--- src/rtl/scene_bus_responder.sv ---
// Memory-side responder for the byte-multiplexed renderer bus: scene RAM reads
// and framebuffer writes assembled into 24-bit pixels on a one-cycle valid stream.
module scene_bus_responder #(
  parameter int unsigned SCENE_AW = 6
) (
  input  logic                clk,
  input  logic                rst_n,
  input  logic                req_i,
  input  logic [7:0]          a_i,
  input  logic [7:0]          b_i,
  output logic [7:0]          rd_data_o,
  input  logic                ld_we_i,
  input  logic [SCENE_AW-1:0] ld_addr_i,
  input  logic [7:0]          ld_data_i,
  output logic                px_valid_o,
  output logic [23:0]         px_data_o,
  output logic [22:0]         px_addr_o,
  output logic [15:0]         px_count_o,
  output logic                err_o
);

  localparam int unsigned DEPTH = 1 << SCENE_AW;

  typedef enum logic [1:0] {
    IDLE    = 2'd0,
    ADDR_HI = 2'd1,
    DATA    = 2'd2
  } state_e;

  state_e      state_q, state_d;
  logic [7:0]  addr_lo_q, addr_lo_d;
  logic [7:0]  addr_mid_q, addr_mid_d;
  logic [23:0] waddr_q, waddr_d;
  logic [7:0]  rd_data_q, rd_data_d;
  logic        err_q, err_d;
  logic [1:0]  k_q, k_d;
  logic [22:0] exp_q, exp_d;
  logic [22:0] base_q, base_d;
  logic [23:0] acc_q, acc_d;
  logic        px_valid_q, px_valid_d;
  logic [23:0] px_data_q, px_data_d;
  logic [22:0] px_addr_q, px_addr_d;
  logic [15:0] px_count_q, px_count_d;

  logic [7:0]  scene_mem [DEPTH];
  logic [23:0] addr_s;
  logic        in_range_s;
  logic        byte_valid_s;

  assign addr_s     = {a_i, addr_mid_q, addr_lo_q};
  assign in_range_s = ~addr_s[23] && ((addr_s[22:0] >> SCENE_AW) == 23'd0);

  // Scene RAM load port; contents survive reset and loads are blocked during it.
  always_ff @(posedge clk) begin
    if (rst_n && ld_we_i) begin
      scene_mem[ld_addr_i] <= ld_data_i;
    end
  end

  // Bus FSM next state plus pixel assembler.
  always_comb begin
    state_d      = state_q;
    addr_lo_d    = addr_lo_q;
    addr_mid_d   = addr_mid_q;
    waddr_d      = waddr_q;
    rd_data_d    = rd_data_q;
    err_d        = err_q;
    k_d          = k_q;
    exp_d        = exp_q;
    base_d       = base_q;
    acc_d        = acc_q;
    px_valid_d   = 1'b0;
    px_data_d    = px_data_q;
    px_addr_d    = px_addr_q;
    px_count_d   = px_count_q;
    byte_valid_s = 1'b0;

    case (state_q)
      IDLE: begin
        if (req_i) begin
          addr_lo_d  = a_i;
          addr_mid_d = b_i;
          state_d    = ADDR_HI;
        end else begin
          state_d = IDLE;
        end
      end
      ADDR_HI: begin
        if (req_i) begin
          err_d      = 1'b1;
          addr_lo_d  = a_i;
          addr_mid_d = b_i;
          state_d    = ADDR_HI;
        end else begin
          case (b_i)
            8'h00: begin
              rd_data_d = in_range_s ? scene_mem[addr_s[SCENE_AW-1:0]] : 8'h00;
              if (addr_s[23]) begin
                err_d = 1'b1;
              end else begin
                err_d = err_q;
              end
              state_d = IDLE;
            end
            8'hFF: begin
              waddr_d = addr_s;
              state_d = DATA;
            end
            default: begin
              err_d   = 1'b1;
              state_d = IDLE;
            end
          endcase
        end
      end
      DATA: begin
        if (req_i) begin
          err_d      = 1'b1;
          addr_lo_d  = a_i;
          addr_mid_d = b_i;
          state_d    = ADDR_HI;
        end else begin
          state_d = IDLE;
          if (waddr_q[23]) begin
            byte_valid_s = 1'b1;
          end else begin
            err_d = 1'b1;
          end
        end
      end
      default: begin
        state_d = IDLE;
      end
    endcase

    // A byte off the expected address flags an error and starts a new pixel.
    if (byte_valid_s) begin
      if ((k_q == 2'd0) || (waddr_q[22:0] != exp_q)) begin
        if (k_q != 2'd0) begin
          err_d = 1'b1;
        end else begin
          err_d = err_d;
        end
        base_d     = waddr_q[22:0];
        acc_d[7:0] = a_i;
        exp_d      = waddr_q[22:0] + 23'd1;
        k_d        = 2'd1;
      end else if (k_q == 2'd1) begin
        acc_d[15:8] = a_i;
        exp_d       = exp_q + 23'd1;
        k_d         = 2'd2;
      end else begin
        acc_d[23:16] = a_i;
        exp_d        = exp_q + 23'd1;
        k_d          = 2'd0;
        px_valid_d   = 1'b1;
        px_data_d    = {a_i, acc_q[15:0]};
        px_addr_d    = base_q;
        px_count_d   = px_count_q + 16'd1;
      end
    end else begin
      k_d = k_q;
    end
  end

  // State and output registers with synchronous active-low reset.
  always_ff @(posedge clk) begin
    if (!rst_n) begin
      state_q    <= IDLE;
      addr_lo_q  <= 8'h00;
      addr_mid_q <= 8'h00;
      waddr_q    <= 24'h000000;
      rd_data_q  <= 8'h00;
      err_q      <= 1'b0;
      k_q        <= 2'd0;
      exp_q      <= 23'd0;
      base_q     <= 23'd0;
      acc_q      <= 24'h000000;
      px_valid_q <= 1'b0;
      px_data_q  <= 24'h000000;
      px_addr_q  <= 23'd0;
      px_count_q <= 16'd0;
    end else begin
      state_q    <= state_d;
      addr_lo_q  <= addr_lo_d;
      addr_mid_q <= addr_mid_d;
      waddr_q    <= waddr_d;
      rd_data_q  <= rd_data_d;
      err_q      <= err_d;
      k_q        <= k_d;
      exp_q      <= exp_d;
      base_q     <= base_d;
      acc_q      <= acc_d;
      px_valid_q <= px_valid_d;
      px_data_q  <= px_data_d;
      px_addr_q  <= px_addr_d;
      px_count_q <= px_count_d;
    end
  end

  assign rd_data_o  = rd_data_q;
  assign err_o      = err_q;
  assign px_valid_o = px_valid_q;
  assign px_data_o  = px_data_q;
  assign px_addr_o  = px_addr_q;
  assign px_count_o = px_count_q;

endmodule
--- config.mk ---
export PLATFORM = sky130hd
export DESIGN_NAME = scene_bus_responder
export DESIGN_NICKNAME = d
export VERILOG_FILES = /design/src/rtl/scene_bus_responder.sv
export SDC_FILE = /design/constraint.sdc
export NUM_CORES = 1
export LEC_CHECK = 0
export CAP_MARGIN = 10
export CORE_MARGIN = 2
export CORE_UTILIZATION = 50
export CTS_BUF_LIST = sky130_fd_sc_hd__clkbuf_16
export DETAILED_ROUTE_END_ITERATION = 8
export PLACE_DENSITY = 0.77
export SYNTH_ARGS = -nofsm -noshare
export SYNTH_HDL_FRONTEND = slang
export SYNTH_SLANG_ARGS = --single-unit
--- constraint.sdc ---
create_clock -name clk -period 3.3 [get_ports clk]
set_input_delay 0.495 -clock clk [delete_from_list [all_inputs] [get_ports clk]]
set_output_delay 0.495 -clock clk [all_outputs]
set_load 0.01 [all_outputs]
# ---- After elaboration in Yosys (flattened, before gate mapping)
# Memories as Yosys holds them, arrays and structs flattened. A register that Yosys moved wholly into a read port is not among the register bits.
# Index checks and enable logic that the tools add are counted.
dict set report word_totals {
  wordCells 72
  out_inout_bits 73
  mem_bits_rw 512
  inputBits 34
  regBits 179
  n_memories 1
}
# name words width rd rd_clocked_by_memory_dff write_ports line_no
set memory_table {}
lappend memory_table {scene_mem 64 8 1 1 1 45} ;# logic [7:0] scene_mem [DEPTH];
dict set report classes {
  n_mux 25
  reduce_logical 17
  n_addsub 3
  n_eq_ne 5
  n_bitwise 6
}
# cell n
set op_table {}
lappend op_table {{adder 23 x 1 -> 23 bit, second input constant} 2}
lappend op_table {{logical NOT 23 bit} 1}
lappend op_table {{2-to-1 mux 23 bit} 1}
lappend op_table {{!= test 23 bit} 1}
lappend op_table {{adder 16 x 1 -> 16 bit, second input constant} 1}
lappend op_table {{2-to-1 mux 1 bit} 14}
lappend op_table {{2-to-1 mux 6 bit} 2}
lappend op_table {{AND reduction 3 bit} 4}
lappend op_table {{equality test 8 bit, second input constant} 1}
lappend op_table {{logical NOT 8 bit} 1}
lappend op_table {{2-to-1 mux 2 bit} 4}
lappend op_table {{2-to-1 mux 8 bit} 1}
lappend op_table {{inverter 1 bit} 6}
lappend op_table {{OR reduction 3 bit} 2}
lappend op_table {{equality test 2 x 1 -> 1 bit, second input constant} 2}
lappend op_table {{logical NOT 2 bit} 2}
lappend op_table {{case mux 1 bit (2 select lines)} 2}
lappend op_table {{case mux 2 bit (2 select lines)} 1}
lappend op_table {{AND reduction 2 bit} 2}
lappend op_table {{equality test 2 bit, second input constant} 1}
lappend op_table {{logical AND 1 bit} 2}
lappend op_table {{nonzero test 2 bit} 1}
lappend op_table {{OR reduction 2 bit} 1}
lappend op_table {{logical OR 1 bit} 1}

# ---- Depth between registers and ports, before layout
# Gate-level depths: netlist of the first run.
dict set report depth {
  word_depth 7
  ltp_mapped 11
  mapped_depth_nobuf 8
}

# ---- Worst setup path after synthesis of the first run
# Ideal clock, no wire load.
dict set report synth_timing {
  path_type {reg2reg}
  startpoint {reg state_q[0]}
  endpoint {reg px_data_q[23], in the netlist px_data_o[23]}
  path_buffers 3
  t_arrival_ps 2466
  period_less_slack_ps 2593
  path_stages_with_launch 12
  t_required_ps 3172
  setup_ps 128
  setup_slack_ps 707
  cell_sequence {dfxtp_1 > inv_1 > ha_1 > nand2_1 > or2_2 > clkbuf_1 > or4_1 > clkbuf_1 > or3_1 > buf_4 > mux2i_1 > nor2_1}
}
dict set report synth_via {
  elab_chain_len 3
}
# element line_no
set synth_rtl {}
lappend synth_rtl {{start, declared} 30} ;# state_e state_q, state_d;
lappend synth_rtl {{start signal, assigned} 184} ;# state_q <= state_d;
lappend synth_rtl {{equality test 2 bit} 78} ;# case (state_q)
lappend synth_rtl {{2-to-1 mux 1 bit} 78}
lappend synth_rtl {{AND reduction 3 bit (no source line)} --}
lappend synth_rtl {{end signal, assigned} 195} ;# px_data_q <= px_data_d;
lappend synth_rtl {{end, declared} 41} ;# logic [23:0] px_data_q, px_data_d;
# No other way between the ends.
# A chain may end at the register's enable or synchronous reset.

# ---- Final worst setup path of the first run
dict set report layout_timing {
  startpoint {reg waddr_q[8]}
  endpoint {reg px_data_q[16], in the netlist px_data_o[16]}
}
dict set report layout_via {
  elab_chain_len 4
}
# element line_no
set layout_rtl {}
lappend layout_rtl {{start, declared} 33} ;# logic [23:0] waddr_q, waddr_d;
lappend layout_rtl {{start signal, assigned} 187} ;# waddr_q <= waddr_d;
lappend layout_rtl {{!= test 23 bit} 138} ;# if ((k_q == 2'd0) || (waddr_q[22:0] != exp_q)) begin
lappend layout_rtl {{logical OR 1 bit} 138}
lappend layout_rtl {{inverter 1 bit (no source line)} --}
lappend layout_rtl {{AND reduction 3 bit (no source line)} --}
# No other way between the ends.

==> flow_summary.yaml, run 1 <==
run_status:
  outcome: "complete, no violations"
critical_path:
  critPathTopFamily: "simple AND/OR/NAND/NOR gates"
  crit_path_cell_trace: "xor2_1 -> or4_1 -> or4_1 -> or3_1 -> mux2i_1 -> nor2_1"
  path_max_fanout: 11
  cp.arrival_ns: 3.40
  r2r_slack_ns: 0.35
  worstSetupEndpointType: "flop"
  worstSetupStartpointType: "flop"
  crit_top_cell: "or4_1"
  crit_buf_inv: 0
  critical_path.slowest_cell: "or4_1"
  slowest_delay_ns: 0.70
  path_class: "reg -> reg"
  required_ns: 3.76
place:
  finalWeightedCongestion: 0.920
  place_area_sq_um: 29600
  io_buffers: 106
  place_hpwl_um: 39800
synth:
  yosys.area.top_type: "edfxtp_1"
  synthTopCellsByArea: "edfxtp_1, dfxtp_1, mux4_2"
  ys_seq_area_frac: 0.702
  synth.cell_area_sq_um: 27200
  ys_warn_count: 0
  synth_nets: 1772
  synth_top_area_share: 0.565
  synthCells: 1732
  ys_ff_latch: 697
  synth_ff_type: "edfxtp_1"
  synth_area_per_cell_sq_um: 15.7
  synthMostInstantiatedCell: "edfxtp_1"
  synth_edf_count: 512
  synthTopCellsByCount: "edfxtp_1, nor2_1, dfxtp_1"
  async_reset_ff_frac: 0
  synth_cell_types: 50
timing:
  finalSetupViolCount: 0
  drv_slew: 0
  max_slew_margin: 0.185
  tightest_slew_ns: 1.22
  min_period_over_period: 0.893
  hold_viol: 0
  fin_setup_tns_ns: 0
  max_freq_mhz: 339
  fin_crit_ns: 2.95
  grt_setup_unrepaired: "false"
  finClkSkew_ns: 0.0263
clocking:
  post_cts_resized: 0
  root_buffer: "clkbuf_16"
  insertion_delay_ns: 0.62
  clk_pin_slew_worst_paths_ns: 0.06
  post_cts.repair.setup_buffers: 0
  cts_tree: "yes"
  clockBufferDepth: 3
  cts_made_buffers: 71
  cts.sinks: 697
  htreeDepth: 3
  hold_buffers: 0
floorplan:
  die_y_um: 237
  die_area_sq_um: 56300
  die_w_um: 237
  initial_core_util: 0.505
  std_cell_rows: 85
  io_pins: 107
  core_area_sq_um: 53800
hold_path:
  hold_class: "reg -> reg"
routing:
  vias_per_cell: 6.03
  wire_per_inst_um: 24.2
  drt-initial-drc-count: 1801
  wl_um: 64800
  num_vias: 16100
  dr.pass1.iters: 6
  post-route-drc-count: 0
  ant_nets: 0
grt:
  grt_max_degree: 156
  grt-ovfl-total: 0
  antenna_found_initial: 0
  track_usage: 0.232
  grt_pass1_wl_um: 98100
  grt_pass1_vias: 15900
layout:
  nNetsFinal: 1962
  area_delta_synth_final_pct: 17.4
  fin_area_sq_um: 31900
  drive_above_1_share: 0.191
  diodes: 0
  fin_util: 0.593
pwr:
  leakage_nw: 10.7
  ir_drop_v: 0.000584
  powerDensity_nw_per_um2: 561
flow_run:
  maxCapViolCount: 0
==> power breakdown <==
part	internal [mW]	leakage [nW]	total [mW]	switching, mW
combinational	0.272	3.43	0.707	0.435
clock	4.40	1.14	7.72	3.32
sequential	9.43	6.10	9.49	0.0597
==> per-stage QoR <==
| step | cells | setup WS (ns) | total power [mW] | hold WS [ns] |
|---|---|---|---|---|
| finish | 2674 | 0.354 | 17.9 | 0.460 |
| global route | 2674 | 0.266 | 18.4 | 0.487 |
| CTS | 2671 | 0.373 | 18.0 | 0.463 |
| detailed placement | 2542 | 0.233 | 10.4 | 0.455 |
| global placement | 2542 | 0.263 | 10.3 | 0.448 |
| floorplan | 1732 | 0.707 | 10.0 | 0.436 |
==> cell usage in the layout, fill, tap and decap left out, types with 4 or more instances in the layout <==
cell,synthesis,layout
edfxtp_1,512,512
nor2_1,219,218
dfxtp_1,185,182
mux4_2,127,127
mux2i_1,119,119
buf_4,1,109
clkdlybuf4s50_1,0,98
nand2_1,90,90
clkbuf_16,0,76
nand3_1,55,55
a21oi_1,41,41
xnor2_1,32,32
inv_1,21,31
nand4_1,30,30
a22oi_1,19,19
xor2_1,16,16
a211oi_1,16,16
clkinv_1,0,16
o21ai_0,15,15
clkinv_2,0,15
o22ai_1,13,13
and3_1,10,10
nor4_1,12,10
nor2b_1,9,9
buf_12,0,9
a31oi_1,8,8
nand2b_1,8,8
buf_2,7,8
nor3_1,7,7
a32oi_1,6,6
a31o_2,6,6
ha_1,6,6
nand3b_1,5,5
and2_1,5,5
and4_1,5,5
or4_1,4,4
clkinvlp_4,0,4
==> cells by family (layout without fill, tap and decap cells) <==
kind of cell / count (synthesis) / after routing / synth area share
flops: 697 / 697 / 0.702
buf+inv: 130 / 376 / 0.0198
simple gates: 468 / 468 / 0.0785
xor+xnor: 48 / 48 / 0.0155
compound gates: 136 / 136 / 0.0324
fa+ha+maj: 6 / 6 / 0.00276
mux: 247 / 247 / 0.149
==> per-layer routing <==
metal  track usage  wire length [um]  vias to the layer above
met3        0.0478              5840                      158
met5             0                 0                        -
met4        0.0791              2130                        0
met1         0.310             25100                     8120
met2         0.383             31700                      855
li1              -                 -                     6985
==> worst paths after layout <==
path | start | to | depth (start not counted)
max | waddr_q[8] | px_data_o[16] | 6
min | acc_q[11] | acc_q[11] | 2
max reg2reg | waddr_q[8] | px_data_o[16] | 6
min reg2reg | acc_q[11] | acc_q[11] | 2
==> sequential cells by signal, summed over array words and instances, names as in the netlist, named ones only <==
name        cells
addr_mid_q      8
exp_q          23
scene_mem     512
err_o           1
base_q         23
px_count_o     16
px_addr_o      23
state_q         2
addr_lo_q       8
acc_q          16
k_q             2
px_data_o      24
waddr_q        24
px_valid_o      1
rd_data_o       8
==> area by class of cell <==
type | instances | area, sq um
repair buffers | 225 | 2050
well taps | 696 | 871
clock inverters | 53 | 338
fillers | 3872 | 21900
flip-flops and latches | 697 | 19100
multi-input cells | 905 | 7590
clock buffers | 76 | 1900
inverters | 22 | 85.1
==> worst min-delay path, delay by kind of cell, from the launching register on <==
kind	cells	cell delay (ns)
AO/OA/AOI/OAI	1	0.06
flip-flops	1	0.31
AND/OR/NAND/NOR	1	0.05
Note: power is estimated with default switching activity, not from simulation.
==> run 2, diff against run 1 <==
Settings changed: CAP_MARGIN 10 to not set, CORE_ASPECT_RATIO set to 0.9.
Clock period 3.3 ns to 3.8 ns, I/O delays scaled along.
==> run 2 against run 1 <==
Sequential power fell by 13%. Non-clock buffer count is 29 lower. Clock power decreased by 19%. Clock skew increased by 0.00077 ns.
==> flow_summary.yaml, run 2 (synthesis gave the netlist of run 1 again) <==
clocking:
  post_cts_resized: 0
  cts.sinks: 697
  cts_tree: "yes"
  root_buffer: "clkbuf_16"
  htreeDepth: 3
  post_cts.repair.setup_buffers: 0
  clk_pin_slew_worst_paths_ns: 0.06
  cts_made_buffers: 67
  hold_buffers: 0
  insertion_delay_ns: 0.61
  clockBufferDepth: 3
critical_path:
  reg2reg_depth: 7
  r2r-start: "waddr_q[3]"
  crit_path_cell_trace: "xor2_1 -> or4_1 -> or4_1 -> nor3_4 -> buf_4 -> mux2i_1 -> nor2_1"
  critical_path.slowest_cell: "or4_1"
  cp.arrival_ns: 3.48
  path_max_fanout: 32
  path_class: "reg -> reg"
  reg2reg_to: "px_data_o[11]"
  worstSetupEndpointType: "flop"
  r2r_slack_ns: 0.76
  required_ns: 4.24
  crit_top_cell: "or4_1"
  worstSetupStartpointType: "flop"
  slowest_delay_ns: 0.73
layout:
  nNetsFinal: 1929
  diodes: 0
  final_cell_mix: "edfxtp_1, nor2_1, dfxtp_1, mux4_2, mux2i_1"
  top_register: "scene_mem"
  fin_util: 0.582
  final_common_cell: "edfxtp_1"
  area_delta_synth_final_pct: 15.7
  fillCellCount: 3955
  largest_reg_flops: 512
  drive_above_1_share: 0.174
  fin_cells: 2645
timing:
  finClkSkew_ns: 0.0271
  tightest_slew_ns: 1.28
  hold_viol: 0
  drv_slew: 0
  max_slew_margin: 0.146
  fin_crit_ns: 3.04
  min_period_over_period: 0.800
  grt_setup_unrepaired: "false"
  fin_setup_tns_ns: 0
  max_freq_mhz: 329
  finalSetupViolCount: 0
floorplan:
  io_pins: 107
  std_cell_rows: 81
  die_y_um: 225
  die_area_sq_um: 56300
  initial_core_util: 0.503
  die_w_um: 250
  core_area_sq_um: 54000
grt:
  grt_max_degree: 83
  antenna_found_initial: 1
  track_usage: 0.227
  grt_pass1_wl_um: 96200
  grt-ovfl-total: 0
  grt_pass1_vias: 15800
place:
  place_hpwl_um: 39500
  finalWeightedCongestion: 0.887
  io_buffers: 106
  dp.cells: 2525
hold_path:
  hold_depth: 2
  hp-start: "acc_q[12]"
  hold_class: "reg -> reg"
  hold_path_end: "acc_q[12]"
routing:
  vias_per_cell: 6.06
  drt-initial-drc-count: 1808
  ant_nets: 0
  num_vias: 16000
  dr.pass1.iters: 8
  wl_um: 63400
  wire_per_inst_um: 24.0
  post-route-drc-count: 0
pwr:
  switching_share: 0.212
  p_sw_mw: 3.20
  ir_drop_v: 0.000491
  internal_power_mw: 11.9
  p_clk_frac: 0.416
  pwr-share-comb: 0.039
  leakage_nw: 10.4
  seq_power_share: 0.545
  powerDensity_nw_per_um2: 481
  power_mw: 15.1
flow_run:
  maxCapViolCount: 0
run_status:
  outcome: "complete, no violations"
==> run 2: cell types whose count changed in the layout (fill, tap and decap cells not counted), moves of 2 or more <==
| cell | previous run | this run |
|---|---|---|
| buf_12 | 9 | 5 |
| buf_4 | 109 | 85 |
| clkbuf_16 | 76 | 71 |
| clkinv_1 | 16 | 22 |
| clkinv_2 | 15 | 10 |
| clkinv_4 | 1 | 3 |
| clkinvlp_4 | 4 | 2 |
| inv_1 | 31 | 28 |
==> run 2: layout make-up <==
| cell class | count | area [sq um] | share of cell area |
|---|---|---|---|
| multi-input combinational | 905 | 7590 | 0.241 |
| clock inverter | 49 | 282 | 0.00895 |
| tap | 705 | 882 | 0.0280 |
| clock buffer | 71 | 1780 | 0.0565 |
| timing repair buffer | 196 | 1760 | 0.0559 |
| sequential | 697 | 19100 | 0.607 |
| inverter | 22 | 85.1 | 0.00270 |
==> run 2: power by group through the flow <==
stage,Clock [mW],Sequential (mW),Combinational (mW)
6_report,6.29,8.25,0.589
4_1_cts,6.37,8.25,0.585
2_1_floorplan,0,8.36,0.338
3_5_place_dp,0,8.41,0.580
5_1_grt,6.64,8.25,0.623
3_3_place_gp,0,8.41,0.565
==> run 2: how the worst max path moves through the flow <==
| stage | from | endpoint | slack [ns] | cells after the start |
|---|---|---|---|---|
| finish | waddr_q[3] | px_data_o[11] | 0.76 | 7 |
| global route | waddr_q[8] | px_addr_o[0] | 0.63 | 7 |
| CTS | waddr_q[3] | px_addr_o[22] | 0.80 | 6 |
| detailed placement | req_i | px_data_o[16] | 0.53 | 6 |
| global placement | req_i | px_data_o[19] | 0.60 | 6 |
| floorplan | state_q[0] | px_data_o[23] | 1.21 | 11 |
==> run 2: routing by layer <==
layer | share of wire | vias up | global-route usage
li1 | - | 6934 | -
met1 | 0.41 | 8063 | 0.313
met2 | 0.47 | 870 | 0.363
met3 | 0.091 | 168 | 0.0465
met4 | 0.029 | 2 | 0.0766
met5 | 0.00017 | - | 0
==> run 2: critical path, delay by kind of cell (launching register included) <==
family / cells / cell delay [ns]
xor gates and xnor gates: 1 / 0.16
buffers and inverters: 1 / 0.43
and+or+nand+nor: 4 / 1.48
muxes: 1 / 0.26
DFF: 1 / 0.53
==> run 2: through the flow <==
stage	worst slack [ns]	instance area (sq um)	hold WS (ns)
floorplan	1.21	27200	0.436
global placement	0.603	29400	0.445
detailed placement	0.532	29400	0.463
CTS	0.796	31500	0.472
global route	0.631	31500	0.490
finish	0.761	31500	0.465
==> run 3, diff against run 2 <==
Clock period 3.8 ns to 3.2 ns, I/O delays scaled along.
==> run 3 against run 2 <==
Non-clock buffer count up 40. Sequential cell count is the same. Setup slack got worse by 0.51 ns. Combinational power up 22%. Clock skew down 0.0026 ns. Critical path depth fell by 1. Critical path type unchanged. Critical endpoint is now px_data_o[22]. Largest power group unchanged.
==> flow_summary.yaml, run 3 (synthesis gave the netlist of run 1 again) <==
critical_path:
  cp.arrival_ns: 3.39
  path_max_fanout: 11
  critical_path.slowest_cell: "or4_1"
  worstSetupEndpointType: "flop"
  path_class: "reg -> reg"
  crit_top_cell: "or4_1"
  required_ns: 3.64
  slowest_delay_ns: 0.71
  r2r_slack_ns: 0.25
  crit_path_cell_trace: "xor2_1 -> or4_1 -> or4_1 -> or3_1 -> mux2i_1 -> nor2_1"
  worstSetupStartpointType: "flop"
clocking:
  cts.sinks: 697
  root_buffer: "clkbuf_16"
  cts_made_buffers: 69
  htreeDepth: 3
  hold_buffers: 0
  post_cts_resized: 0
  clk_pin_slew_worst_paths_ns: 0.06
  cts_tree: "yes"
  insertion_delay_ns: 0.61
  clockBufferDepth: 3
  post_cts.repair.setup_buffers: 0
floorplan:
  die_y_um: 225
  die_area_sq_um: 56300
  io_pins: 107
  die_w_um: 250
  initial_core_util: 0.503
  std_cell_rows: 81
  core_area_sq_um: 54000
layout:
  largest_reg_flops: 512
  diodes: 0
  top_register: "scene_mem"
  drive_above_1_share: 0.191
  fin_util: 0.589
  nNetsFinal: 1971
  area_delta_synth_final_pct: 17.0
  fillCellCount: 3911
  final_cell_mix: "edfxtp_1, nor2_1, dfxtp_1, mux4_2, buf_4"
  final_common_cell: "edfxtp_1"
grt:
  grt-ovfl-total: 0
  grt_pass1_wl_um: 95500
  track_usage: 0.225
  grt_max_degree: 86
  antenna_found_initial: 0
  grt_pass1_vias: 16000
routing:
  vias_per_cell: 5.94
  drt-initial-drc-count: 1801
  dr.pass1.iters: 5
  post-route-drc-count: 0
  wire_per_inst_um: 23.5
  ant_nets: 0
  wl_um: 63100
  num_vias: 16000
pwr:
  powerDensity_nw_per_um2: 568
  power_mw: 18.1
  ir_drop_v: 0.000586
  leakage_nw: 10.7
timing:
  drv_slew: 0
  max_freq_mhz: 339
  grt_setup_unrepaired: "false"
  finClkSkew_ns: 0.0245
  hold_viol: 0
  max_slew_margin: 0.152
  tightest_slew_ns: 1.27
  fin_setup_tns_ns: 0
  min_period_over_period: 0.921
  fin_crit_ns: 2.95
  finalSetupViolCount: 0
hold_path:
  hold_class: "in -> reg"
place:
  place_hpwl_um: 40200
  io_buffers: 106
  finalWeightedCongestion: 0.904
run_status:
  outcome: "complete, no violations"
flow_run:
  maxCapViolCount: 0
[run 3: worst paths after layout]
path	from	endpoint	depth (start not counted)
worst min register to register	acc_q[13]	acc_q[13]	2
worst max register to register	waddr_q[8]	px_data_o[22]	6
worst max-delay path	waddr_q[8]	px_data_o[22]	6
worst min-delay path	ld_data_i[7]	scene_mem[45][7]	1
[run 3: final cells by class]
type | count | area [sq um] | area share
Sequential cell | 697 | 19100 | 0.600
Multi-Input combinational cell | 905 | 7590 | 0.239
Timing Repair Buffer | 236 | 2060 | 0.0648
Clock buffer | 72 | 1800 | 0.0566
Tap cell | 705 | 882 | 0.0277
Clock inverter | 52 | 299 | 0.00940
Inverter | 22 | 85.1 | 0.00268
[run 3: worst max-delay path, delay by kind of cell (launching register included)]
family | cells | cell delay, ns
simple gates | 4 | 1.97
mux | 1 | 0.26
xor+xnor | 1 | 0.19
flops | 1 | 0.36
[run 3: stage by stage]
step / setup slack [ns] / instances / hold WS [ns] / instance area (sq um)
floorplan: 0.607 / 1732 / 0.436 / 27200
global placement: 0.162 / 2565 / 0.444 / 29700
detailed placement: 0.109 / 2565 / 0.457 / 29700
CTS: 0.255 / 2689 / 0.402 / 31800
global route: 0.0996 / 2689 / 0.419 / 31800
finish: 0.251 / 2689 / 0.411 / 31800
[run 3: per-layer routing]
metal / routed length, um / vias up / part of all wire / track usage
met5: 0 / - / 0 / 0
met4: 1730 / 0 / 0.027 / 0.0700
met3: 5850 / 132 / 0.093 / 0.0502
met2: 29800 / 818 / 0.47 / 0.360
met1: 25700 / 8009 / 0.41 / 0.311
li1: - / 7015 / - / -
[run 3: power by group]
group	internal (mW)	total, mW	switching [mW]	leakage, nW
registers	9.72	9.79	0.0624	6.10
logic	0.274	0.718	0.443	3.46
clock network	4.24	7.55	3.31	1.12
